--- config.mk ---
export PLATFORM = sky130hd
export DESIGN_NAME = fetch_unit
export DESIGN_NICKNAME = d
export VERILOG_FILES = /design/src/rtl/defines.sv /design/src/rtl/zeptron_pkg.sv /design/src/rtl/fetch_fifo.sv /design/src/rtl/fetch_unit.sv
export SDC_FILE = /design/constraint.sdc
export NUM_CORES = 1
export LEC_CHECK = 0
export ABC_AREA = 1
export CAP_MARGIN = 5
export CORE_ASPECT_RATIO = 1.75
export CORE_MARGIN = 5
export CORE_UTILIZATION = 48
export DETAILED_ROUTE_END_ITERATION = 7
export PLACE_DENSITY = 0.87
export SYNTH_ARGS = -nofsm -noshare
export SYNTH_HDL_FRONTEND = slang
export SYNTH_SLANG_ARGS = --single-unit
--- constraint.sdc ---
create_clock -name clk -period 4.27 [get_ports clk]
set_input_delay 1.0675 -clock clk [delete_from_list [all_inputs] [get_ports clk]]
set_output_delay 1.0675 -clock clk [all_outputs]
set_load 0.02 [all_outputs]
--- src/rtl/defines.sv ---
// Global fetch constants shared by the zeptron front end.
`ifndef RESET_VECTOR
`define RESET_VECTOR 32'h0000_0000
`endif
`ifndef INSTR_NOP
`define INSTR_NOP 32'h0000_0013
`endif

--- src/rtl/zeptron_pkg.sv ---
// Shared types for the zeptron fetch stage.
`ifndef RESET_VECTOR
`define RESET_VECTOR 32'h0000_0000
`endif
`ifndef INSTR_NOP
`define INSTR_NOP 32'h0000_0013
`endif

package zeptron_pkg;
    typedef enum logic [1:0] {FETCH_BOOT, FETCH_RUN, FETCH_FLUSH} fetch_state_t;

    typedef struct packed {
        logic [31:0] pc;
        logic [31:0] instr;
    } fetch_entry_t;

    localparam logic [31:0] RESET_VECTOR = `RESET_VECTOR;
    localparam logic [31:0] INSTR_NOP    = `INSTR_NOP;

    function automatic logic [31:0] word_align(input logic [31:0] a);
        return {a[31:2], 2'b00};
    endfunction
endpackage

--- src/rtl/fetch_fifo.sv ---
// Synchronous FIFO of fetched {pc, instr} entries; pointers carry an extra wrap bit.
module fetch_fifo
    import zeptron_pkg::*;
#(
    parameter int DEPTH = 2,
    localparam int AW = $clog2(DEPTH),
    localparam int CW = AW + 1
) (
    input  logic         clk,
    input  logic         reset,
    input  logic         push,
    input  fetch_entry_t push_entry,
    input  logic         pop,
    input  logic         clear,
    output fetch_entry_t head,
    output logic [CW-1:0] count,
    output logic         empty
);
    fetch_entry_t mem_q [DEPTH];
    logic [AW:0] wr_ptr_q, wr_ptr_d;
    logic [AW:0] rd_ptr_q, rd_ptr_d;

    assign count = wr_ptr_q - rd_ptr_q;
    assign empty = (wr_ptr_q == rd_ptr_q);
    assign head  = mem_q[rd_ptr_q[AW-1:0]];

    // Clear wins over a same-cycle push so a squashed response never lands.
    always_comb begin
        wr_ptr_d = wr_ptr_q;
        rd_ptr_d = rd_ptr_q;
        if (clear) begin
            wr_ptr_d = '0;
            rd_ptr_d = '0;
        end else begin
            if (push)
                wr_ptr_d = wr_ptr_q + (AW+1)'(1);
            if (pop && !empty)
                rd_ptr_d = rd_ptr_q + (AW+1)'(1);
        end
    end

    always_ff @(posedge clk or posedge reset) begin
        if (reset) begin
            wr_ptr_q <= '0;
            rd_ptr_q <= '0;
        end else begin
            wr_ptr_q <= wr_ptr_d;
            rd_ptr_q <= rd_ptr_d;
        end
    end

    always_ff @(posedge clk) begin
        if (push && !clear)
            mem_q[wr_ptr_q[AW-1:0]] <= push_entry;
    end
endmodule

--- src/rtl/fetch_unit.sv ---
// Instruction fetch: PC, in-order imem requests, response buffer and redirect squash.
module fetch_unit
    import zeptron_pkg::*;
#(
    parameter logic [31:0] RESET_PC = 32'h0000_0000,
    parameter int          DEPTH    = 2
) (
    input  logic        clk,
    input  logic        reset,
    output logic        imem_req_valid,
    input  logic        imem_req_ready,
    output logic [31:0] imem_req_addr,
    input  logic        imem_rsp_valid,
    input  logic [31:0] imem_rsp_data,
    input  logic        redirect_valid,
    input  logic [31:0] redirect_pc,
    output logic        id_valid,
    input  logic        id_ready,
    output logic [31:0] id_instr,
    output logic [31:0] id_pc,
    output logic [31:0] id_pc4
);
    localparam int CW = $clog2(DEPTH + 1);

    fetch_state_t state_q, state_d;
    logic [31:0]  pc_q, pc_d, rsp_pc_q, rsp_pc_d;
    logic [CW-1:0] out_q, out_d, drop_q, drop_d;

    fetch_entry_t  head, push_entry;
    logic [CW-1:0] fifo_count;
    logic          fifo_empty, push, pop, req_fire;
    logic [CW:0]   in_use;
    logic [31:0]   target;

    assign target = word_align(redirect_pc);
    // Credits cover both in-flight requests and buffered entries, so the FIFO never overflows.
    assign in_use = {1'b0, out_q} + {1'b0, fifo_count};

    assign imem_req_valid = (state_q != FETCH_BOOT) && !redirect_valid && (in_use < (CW+1)'(DEPTH));
    assign imem_req_addr  = pc_q;
    assign req_fire       = imem_req_valid && imem_req_ready;

    assign push       = imem_rsp_valid && !redirect_valid && (drop_q == '0);
    assign push_entry = '{pc: rsp_pc_q, instr: imem_rsp_data};

    assign id_valid = !fifo_empty && !redirect_valid;
    assign pop      = id_valid && id_ready;
    assign id_instr = id_valid ? head.instr : INSTR_NOP;
    assign id_pc    = fifo_empty ? rsp_pc_q : head.pc;
    assign id_pc4   = id_pc + 32'd4;

    always_comb begin
        state_d  = state_q;
        pc_d     = pc_q;
        rsp_pc_d = rsp_pc_q;
        out_d    = out_q + CW'(req_fire) - CW'(imem_rsp_valid);
        drop_d   = drop_q;

        if (req_fire)
            pc_d = pc_q + 32'd4;

        if (redirect_valid) begin
            pc_d     = target;
            rsp_pc_d = target;
            drop_d   = out_q - CW'(imem_rsp_valid);
        end else if (imem_rsp_valid) begin
            if (drop_q != '0)
                drop_d = drop_q - CW'(1);
            else
                rsp_pc_d = rsp_pc_q + 32'd4;
        end

        unique case (state_q)
            FETCH_BOOT:  state_d = FETCH_RUN;
            FETCH_RUN:   if (redirect_valid && drop_d != '0) state_d = FETCH_FLUSH;
            FETCH_FLUSH: if (!redirect_valid && drop_d == '0) state_d = FETCH_RUN;
            default:     state_d = FETCH_BOOT;
        endcase
    end

    always_ff @(posedge clk or posedge reset) begin
        if (reset) begin
            state_q  <= FETCH_BOOT;
            pc_q     <= RESET_PC;
            rsp_pc_q <= RESET_PC;
            out_q    <= '0;
            drop_q   <= '0;
        end else begin
            state_q  <= state_d;
            pc_q     <= pc_d;
            rsp_pc_q <= rsp_pc_d;
            out_q    <= out_d;
            drop_q   <= drop_d;
        end
    end

    fetch_fifo #(.DEPTH(DEPTH)) u_fifo (
        .clk        (clk),
        .reset      (reset),
        .push       (push),
        .push_entry (push_entry),
        .pop        (pop),
        .clear      (redirect_valid),
        .head       (head),
        .count      (fifo_count),
        .empty      (fifo_empty)
    );
endmodule

Yosys cells after proc, flatten, opt, wreduce, memory -nomap -nowiden. Memories as Yosys holds them, arrays and structs flattened. Index checks and enable logic that the tools add are counted.

Logic and storage cells: 70. Bits in writable memories: 128. Output and inout port bits: 130. Memories kept: 1. Register bits: 74.

Memory list: u_fifo.mem_q (words 2, bits a word 64, rd ports 1, clocked after Yosys merged registers in 0, wr ports 1, RTL line fetch_fifo.sv:19) `fetch_entry_t mem_q [DEPTH];`.

Equal/unequal tests: 6. Order comparisons: 1. $add $sub $neg: 11. Multiplexer cells: 19. Reduce and logical (&&, ||, !) cells: 25.

Operator list (count): two-way mux 32 bit (7); adder 32 x 3 -> 32 bit (second input constant) (3); two-way mux 2 bit (9); nonzero test 2 bit (7); logical AND 1 bit (11); logical NOT 2 bit (3); inequality test 2 bit (second input constant) (3); case mux 2 bit (3 select lines) (1); adder 2 x 1 -> 2 bit (second input constant) (2); AND reduction 2 bit (2); subtractor 2 x 1 -> 2 bit (2); adder 2 x 2 -> 3 bit (1); less-than comparator 3 x 2 -> 1 bit (second input constant) (1); adder 2 x 1 -> 2 bit (1); equality test 2 x 1 -> 1 bit (second input constant) (1); equality test 2 bit (1); equality test 2 bit (second input constant) (1); logical NOT 1 bit (2); two-way mux 1 bit (2); subtractor 2 x 1 -> 2 bit (second input constant) (1); subtractor 2 bit (1).

Logic depth before layout (Yosys ltp). Gate-level depths: netlist of the first run.

Depth in word-level cells: 8. Mapped depth: 17.

By module. Synthesis of the first run repeated with hierarchy kept, for this count alone.

Cell total of the unflattened synthesis: 1424. Area, all modules: 11214.5 µm².

Modules (own cells, without submodules): fetch_unit (cells each 1053, area each 6284.8 µm², sequential area each 1651.6 µm², times used 1); fetch_fifo (cells each 371, area each 4929.7 µm², sequential area each 3943.8 µm², times used 1).

Least setup slack after synthesis of the first run. OpenSTA, ideal clock, no wires.

Path kind: input-to-reg. From: in imem_rsp_valid. To: mem u_fifo.mem_q[0][0] (netlist name) (enable). Path slack: -537 ps. Cell stages on the path: 5. Required time: 3786 ps. Data arrival time: 4323 ps. Path through: inv_1 -> or2_2 -> nor2_2 -> nand2_1 -> nor2_1.

Word-level cells in the longest chain between the ends: 5.

RTL lines: from (decl) (RTL line fetch_unit.sv:13) `input logic imem_rsp_valid,`; logical AND 1 bit (2 in series) (RTL line fetch_unit.sv:43) `assign push = imem_rsp_valid && !redirect_valid && (drop_q == '0);`; logical AND 1 bit (RTL line fetch_fifo.sv:53) `if (push && !clear)`; two-way mux 1 bit (RTL line fetch_fifo.sv:53); two-way mux 1 bit (not written as such) (RTL line fetch_fifo.sv:54) `mem_q[wr_ptr_q[AW-1:0]] <= push_entry;`; to (decl) (RTL line fetch_fifo.sv:19).

No other way between the ends.

Worst setup path in the final report of the first run.
From: reg u_fifo.wr_ptr_q[0]. To: out id_pc4[18].

Word-level cells in the longest chain between the ends: 3.

RTL lines: from (decl) (RTL line fetch_fifo.sv:20) `logic [AW:0] wr_ptr_q, wr_ptr_d;`; from (signal assigned) (RTL line fetch_fifo.sv:47) `wr_ptr_q <= wr_ptr_d;`; equality test 2 bit (RTL line fetch_fifo.sv:24) `assign empty = (wr_ptr_q == rd_ptr_q);`; two-way mux 32 bit (RTL line fetch_unit.sv:49) `assign id_pc = fifo_empty ? rsp_pc_q : head.pc;`; adder 32 x 3 -> 32 bit (RTL line fetch_unit.sv:50) `assign id_pc4 = id_pc + 32'd4;`; to (decl) (RTL line fetch_unit.sv:21) `output logic [31:0] id_pc4`.

No other way between the ends.

==> metrics.txt, run 1 <==
outcome finished, final reports clean; Boundary Pins 200; worst vdd ir 365 uV; per-cell routed wire length 17.3 um; hold_buf cts 0; Total GRT Usage 24.1%; die width 125 um; GP Congestion 0.965; RSZ-0062 raised after global routing false; Netlist Area Pre-Place 11100 um2; Ant. Diodes 0; CTS Root Buffer Type sky130_fd_sc_hd__clkbuf_16; reported max-cap violation count 0; Distinct cells, synth 46; most common cell in the synthesized netlist sky130_fd_sc_hd__nand2_1; Tcrit/Tclk final 94.9%; Hold/Removal Path Class register to register; synthesis-stage register bit count 194; largest fanout of any net on the critical path 24; Setup crit end kind primary output; worst endpoint data arrival time 2.99 ns; Cells after Synth 1418; share of post-route cells with drive strength above 1 8.41%; core box area 22800 um2; clock period minus worst slack 4.05 ns; instance area after placement 13400 um2; number of non-filler instances in the completed layout 1917; Fill cells 1924; Achievable Freq 247 MHz; final worst-path setup slack 0.217 ns; Die Span Y 212 um; setup skew after layout 0.0165 ns; number of synthesized flops with an enable pin 124; final hold viol count 0; startpoint type of the worst setup path register; Clock H-tree levels 4; number of synthesis warnings 0; layout overhead on the synthesized area 26.3%; sum of negative setup slack 0 ns; share of the synthesized area in the top cell type 33.4%; antenna violations before repair 0; required time of the critical path 3.20 ns; areal power density over the cells 794 nW/um2; setup slack at placement 0.154 ns; wire length of the first global-routing pass 51.1 mm; worst-skew pair later-pin latency 0.43 ns; clock tree sinks 194; vias in the first global route 10.1k; total number of nets in the final design 1682; antenna viol nets, final 0; tightest slew margin relative to the limit 37.2%; top cells by instance count after synthesis 484 x sky130_fd_sc_hd__nand2_1, 136 x sky130_fd_sc_hd__inv_1, 124 x sky130_fd_sc_hd__edfxtp_1; cell type with the highest aggregate area in the netlist sky130_fd_sc_hd__edfxtp_1; final instance area 14100 um2; DRC violations left 0; Synth area leaders sky130_fd_sc_hd__edfxtp_1 33%, sky130_fd_sc_hd__nand2_1 16%, sky130_fd_sc_hd__dfrtp_1 16%; maximum number of pins on one net before global-route repair 71; max-slew violation count 0; total power consumption of the routed design 11.2 mW; transition time at the pin with the least slew margin 0.942 ns; total CTS buffers 17; Most used DFF post-synth sky130_fd_sc_hd__edfxtp_1; post-detail-place hpwl 23.9 mm; setup bufs post-CTS 0; Async SR Flop Fraction 36.1%; sequential cell area fraction in the yosys report 49.2%; Routed Wire Length 33.1 mm; starting density of the core 48.8%; clock tree from TritonCTS built; critical path type register to primary output; routed vias/inst 5.47; clock-pin transition on the worst setup and hold timing paths 0.08 ns; number of core rows 73; setup violators final 0; total leakage power 6.00 nW; first-iteration detailed-routing DRC count 841; quantity of I/O buffers inserted on ports 191; via total after detailed routing 10.5k; Remaining Overflow, GRT 0; per-instance average area after synthesis 7.85 um2; # placed instances 1883; die footprint 26500 um2; buffer levels on the longest clock path 2; number of optimization iterations in the first detailed-route pass 5
[report_power, final]
part | internal (mW) | switching [mW]
clock network | 0.882 | 0.737
logic | 2.51 | 4.32
registers | 2.37 | 0.355
[state kept, by name (all words and copies together), names as in the netlist]
signal	flops
rsp_pc_q	30
imem_req_addr	30
drop_q	2
u_fifo.mem_q	124
out_q	2
state_q	2
u_fifo.rd_ptr_q	2
u_fifo.wr_ptr_q	2
[final timing paths]
check                              startpoint  slack (ns)           endpoint  cells after the start
setup / recovery           u_fifo.wr_ptr_q[0]        0.22         id_pc4[18]                     12
hold / removal                     state_q[0]        0.47         state_q[1]                      1
setup reg to reg           u_fifo.wr_ptr_q[0]        1.08  imem_req_addr[17]                     15
hold reg to reg                    state_q[0]        0.47         state_q[1]                      1
max in group asynchronous               reset        2.37       rsp_pc_q[12]                      3
min in group asynchronous               reset        1.24         state_q[1]                      3
[through the flow]
step	hold slack, ns	util (%)
after floorplan	0.441	-
after CTS	0.477	61.3
after detailed placement	0.481	58.6
after global routing	0.487	61.6
after global placement	0.449	58.6
final	0.473	61.6
[cell type report]
class	count	area, um2	share of cell area [%]
multi-input combinational	1025	4870	34.6
tap	300	375	2.67
timing repair buffer	220	2200	15.6
sequential	194	5480	38.9
clock buffer	17	425	3.02
inverter	146	551	3.91
clock inverter	15	174	1.24
[cell families after synthesis]
kind of cell | after synthesis | synth area share, %
adders and majority gates | 8 | 0.966
xor gates and xnor gates | 28 | 2.27
and+or+nand+nor | 815 | 31.2
AOI/OAI and AO/OA | 168 | 8.43
buffers and inverters | 204 | 7.90
other | 1 | 0.0337
DFF | 194 | 49.2
[cells in the final DEF (no fill, tap or decap), drive strengths merged, types with 2 or more instances in the layout]
master / count
clkinv: 6
nand4: 23
a22oi: 7
nand3: 125
o211ai: 11
nand3b: 3
xor2: 20
clkinvlp: 2
or2: 3
o21ai: 70
inv: 151
buf: 28
clkbuf: 19
a21oi: 58
edfxtp: 124
bufinv: 2
clkdlybuf4s50: 163
dfrtp: 70
ha: 7
o31ai: 3
o21bai: 6
a31oi: 7
nand2: 504
conb: 6
dlygate4sd2: 24
nor3: 17
o221ai: 2
nor2: 138
dlymetal6s2s: 2
xnor2: 8
[routing by layer]
layer | vias to the layer above | GRT usage [%] | part of all wire, % | wire length [um]
li1 | 4999 | - | - | -
met1 | 4862 | 27.1 | 36 | 11900
met2 | 517 | 43.7 | 52 | 17200
met3 | 101 | 3.81 | 6.7 | 2230
met4 | 0 | 12.7 | 5.2 | 1730
met5 | - | 0 | 0 | 0
[critical path: stages, from the launching register on]
cell and delay, ns:
sky130_fd_sc_hd__dfrtp_1 0.43, sky130_fd_sc_hd__inv_2 0.10, sky130_fd_sc_hd__ha_4 0.35, sky130_fd_sc_hd__nand3_4 0.16, sky130_fd_sc_hd__clkbuf_16 0.23, sky130_fd_sc_hd__nand2_1 0.08, sky130_fd_sc_hd__nand2_2 0.08, sky130_fd_sc_hd__nor2_1 0.24
sky130_fd_sc_hd__nand2_1 0.17, sky130_fd_sc_hd__nor2_4 0.16, sky130_fd_sc_hd__nand2_1 0.08, sky130_fd_sc_hd__xnor2_1 0.12, sky130_fd_sc_hd__dlygate4sd2_1 0.35
[repair_timing]
item / CTS / global route
gates resized for setup: 34 / 7
cloned: 0 / 2
endpoints found under the setup margin: 25 / 14
(Power assumes the default switching activity.)
==> inputs of run 2 (changes only) <==
CAP_MARGIN = 20   (was 5)
==> results of run 2 <==
Same layout as run 1: the final DEF is identical, and so are final timing and power.
==> variant: new RTL, flow settings as in run 2 <==
`DEPTH` is set to 2 in 2 places; all go to 4.
--- a/src/rtl/fetch_fifo.sv
+++ b/src/rtl/fetch_fifo.sv
@@ -2,7 +2,7 @@
 module fetch_fifo
     import zeptron_pkg::*;
 #(
-    parameter int DEPTH = 2,
+    parameter int DEPTH = 4,
     localparam int AW = $clog2(DEPTH),
     localparam int CW = AW + 1
 ) (
--- a/src/rtl/fetch_unit.sv
+++ b/src/rtl/fetch_unit.sv
@@ -3,7 +3,7 @@
     import zeptron_pkg::*;
 #(
     parameter logic [31:0] RESET_PC = 32'h0000_0000,
-    parameter int          DEPTH    = 2
+    parameter int          DEPTH    = 4
 ) (
     input  logic        clk,
     input  logic        reset,
Formal check against the unedited RTL: not equivalent (a bounded check fails within 4 cycles, from zero or initial values and one cycle with reset high).
==> variant against run 2 <==
  * Synthesized area increased by 47%
  * Critical path depth increased by 3
  * Setup slack got worse by 0.17 ns
  * Sequential cell count increased by 128
  * Largest cell class unchanged
  * Routed wire length increased by 57%
  * Clock skew decreased by 0.0036 ns
  * Critical path type unchanged
  * Final area increased by 46%
  * Total power about the same
==> variant: results (changes against run 2) <==
[run_status]
status = complete, no violations  ; unchanged

[clocking]
cts_buffers = 28  ; was 17
clock_latency_ns = 0.56  ; was 0.43 ns
clockBufferDepth = 3  ; was 2
htreeDepth = 1  ; was 4

[global_routing]
grt_first_pass_wirelength_mm = 76.5  ; was 51.1 mm
grt_pass1_vias = 14453  ; was 10.1k
grt_usage_pct = 25.9  ; was 24.1%

[logic_synthesis]
synthDistinctLibCells = 42  ; was 46
ys_top_cells_by_area = edfxtp_1 45%, nand2_1 12%, dfrtp_1 11%  ; was edfxtp_1 33%, nand2_1 16%, dfrtp_1 16%
synth_commonest_cells = 520 x nand2_1, 248 x edfxtp_1, 240 x nor2_1  ; was 484 x nand2_1, 136 x inv_1, 124 x edfxtp_1
ys_seq_area_share_pct = 56.6  ; was 49.2%
synth-edff-count = 248  ; was 124
synth-async-reset-ratio_pct = 23.0  ; was 36.1%
netlist_instances = 1881  ; was 1418

[drt]
drtPass1Iterations = 6  ; was 5
viasPerCell = 5.64  ; was 5.47
wl_per_cell_um = 20.2  ; was 17.3 um
drt_iter0_markers = 1092  ; was 841

[setup_path]
crit_slowest_cell = dfrtp_4  ; was dfrtp_1
crit_fanout = 8  ; was 24
arrival_ns = 3.16  ; was 2.99 ns

[layout]
fill_cells = 2576  ; was 1924
layout-drive-gt1-share_pct = 11.6  ; was 8.41%
finalNetCount = 2189  ; was 1682
largest_reg_flops = 248  ; was 124

[placed_design]
place.gp.congestion = 0.989  ; was 0.965
dp.cells = 2501  ; was 1883
dpl.hpwl_mm = 32.7  ; was 23.9 mm

[sta]
worstMarginPinSlew_ns = 0.716  ; was 0.942 ns

[power]
cellInternalPower_uw = 6780  ; was 5760 uW
leakagePower_uw = 0.00876  ; was 0.00600 uW

[variant: metrics by stage]
| step | worst slack, ns | hold WS [ns] | area (um^2) | power, uW | util (%) |
|---|---|---|---|---|---|
| 6_report | 0.0465 | 0.521 | 20600 | 11200 | 60.9 |
| 5_1_grt | -0.0839 | 0.548 | 20600 | 11600 | 60.9 |
| 4_1_cts | -0.0448 | 0.531 | 20300 | 10800 | 60.1 |
| 3_5_place_dp | -0.0618 | 0.519 | 19000 | 7990 | 56.4 |
| 3_3_place_gp | 0.00497 | 0.486 | 19000 | 7890 | 56.4 |
| 2_1_floorplan | -0.440 | 0.470 | 16400 | 6190 | - |
[variant: path summary, 6_finish.rpt]
check | startpoint | end | slack (ns) | cells past startpoint
max | u_fifo.rd_ptr_q[0] | id_pc4[31] | 0.05 | 15
min | state_q[0] | state_q[0] | 0.52 | 1
min reg2reg | state_q[0] | state_q[0] | 0.52 | 1
max in group asynchronous | reset | rsp_pc_q[27] | 2.98 | 3
max reg2reg | u_fifo.rd_ptr_q[1] | imem_req_addr[20] | 0.83 | 14
min in group asynchronous | reset | u_fifo.rd_ptr_q[2] | 0.87 | 3
[variant: cell families (layout without fill, tap and decap cells)]
| logic type | count (synthesis) | in the layout | synth area share (%) |
|---|---|---|---|
| simple gates | 974 | 974 | 24.4 |
| flops | 322 | 322 | 56.6 |
| buf+inv | 316 | 547 | 8.05 |
| compound gates | 210 | 210 | 7.22 |
| xor+xnor | 37 | 37 | 1.97 |
| fa+ha+maj | 21 | 21 | 1.69 |
| other cells | 1 | 6 | 0.0228 |
[variant: timing repair]
action / in CTS / in global routing
resized for setup: 192 / 82
setup endpoints to repair: 61 / 31
buffers inserted: 4 / 8
pin swaps: 7 / 23
gates cloned: 8 / 2
hold buffers: 0 / 0
[variant: power groups by stage]
stage          Sequential (uW)  Clock, uW  Combinational (uW)
2_1_floorplan             3940          0                2260
5_1_grt                   3890       2670                5050
6_report                  3870       2540                4760
4_1_cts                   3850       2560                4400
3_5_place_dp              3910          0                4080
3_3_place_gp              3900          0                3990
[variant: layout make-up]
type,instances,area [um^2],share of cell area (%)
sequential,322,9300,45.3
multi-input combinational,1248,6220,30.3
timing repair buffer,257,2640,12.9
inverter,239,910,4.43
clock buffer,35,748,3.64
tap,455,569,2.77
clock inverter,14,148,0.718
timing repair inverter,2,15.0,0.0730
[variant: layer usage]
metal / up-vias / global-route usage [%] / wire, um
met5: - / 0 / 0
met4: 0 / 16.6 / 3570
met3: 231 / 3.84 / 4580
met2: 902 / 45.2 / 25900
met1: 6814 / 29.5 / 17800
li1: 6557 / - / -
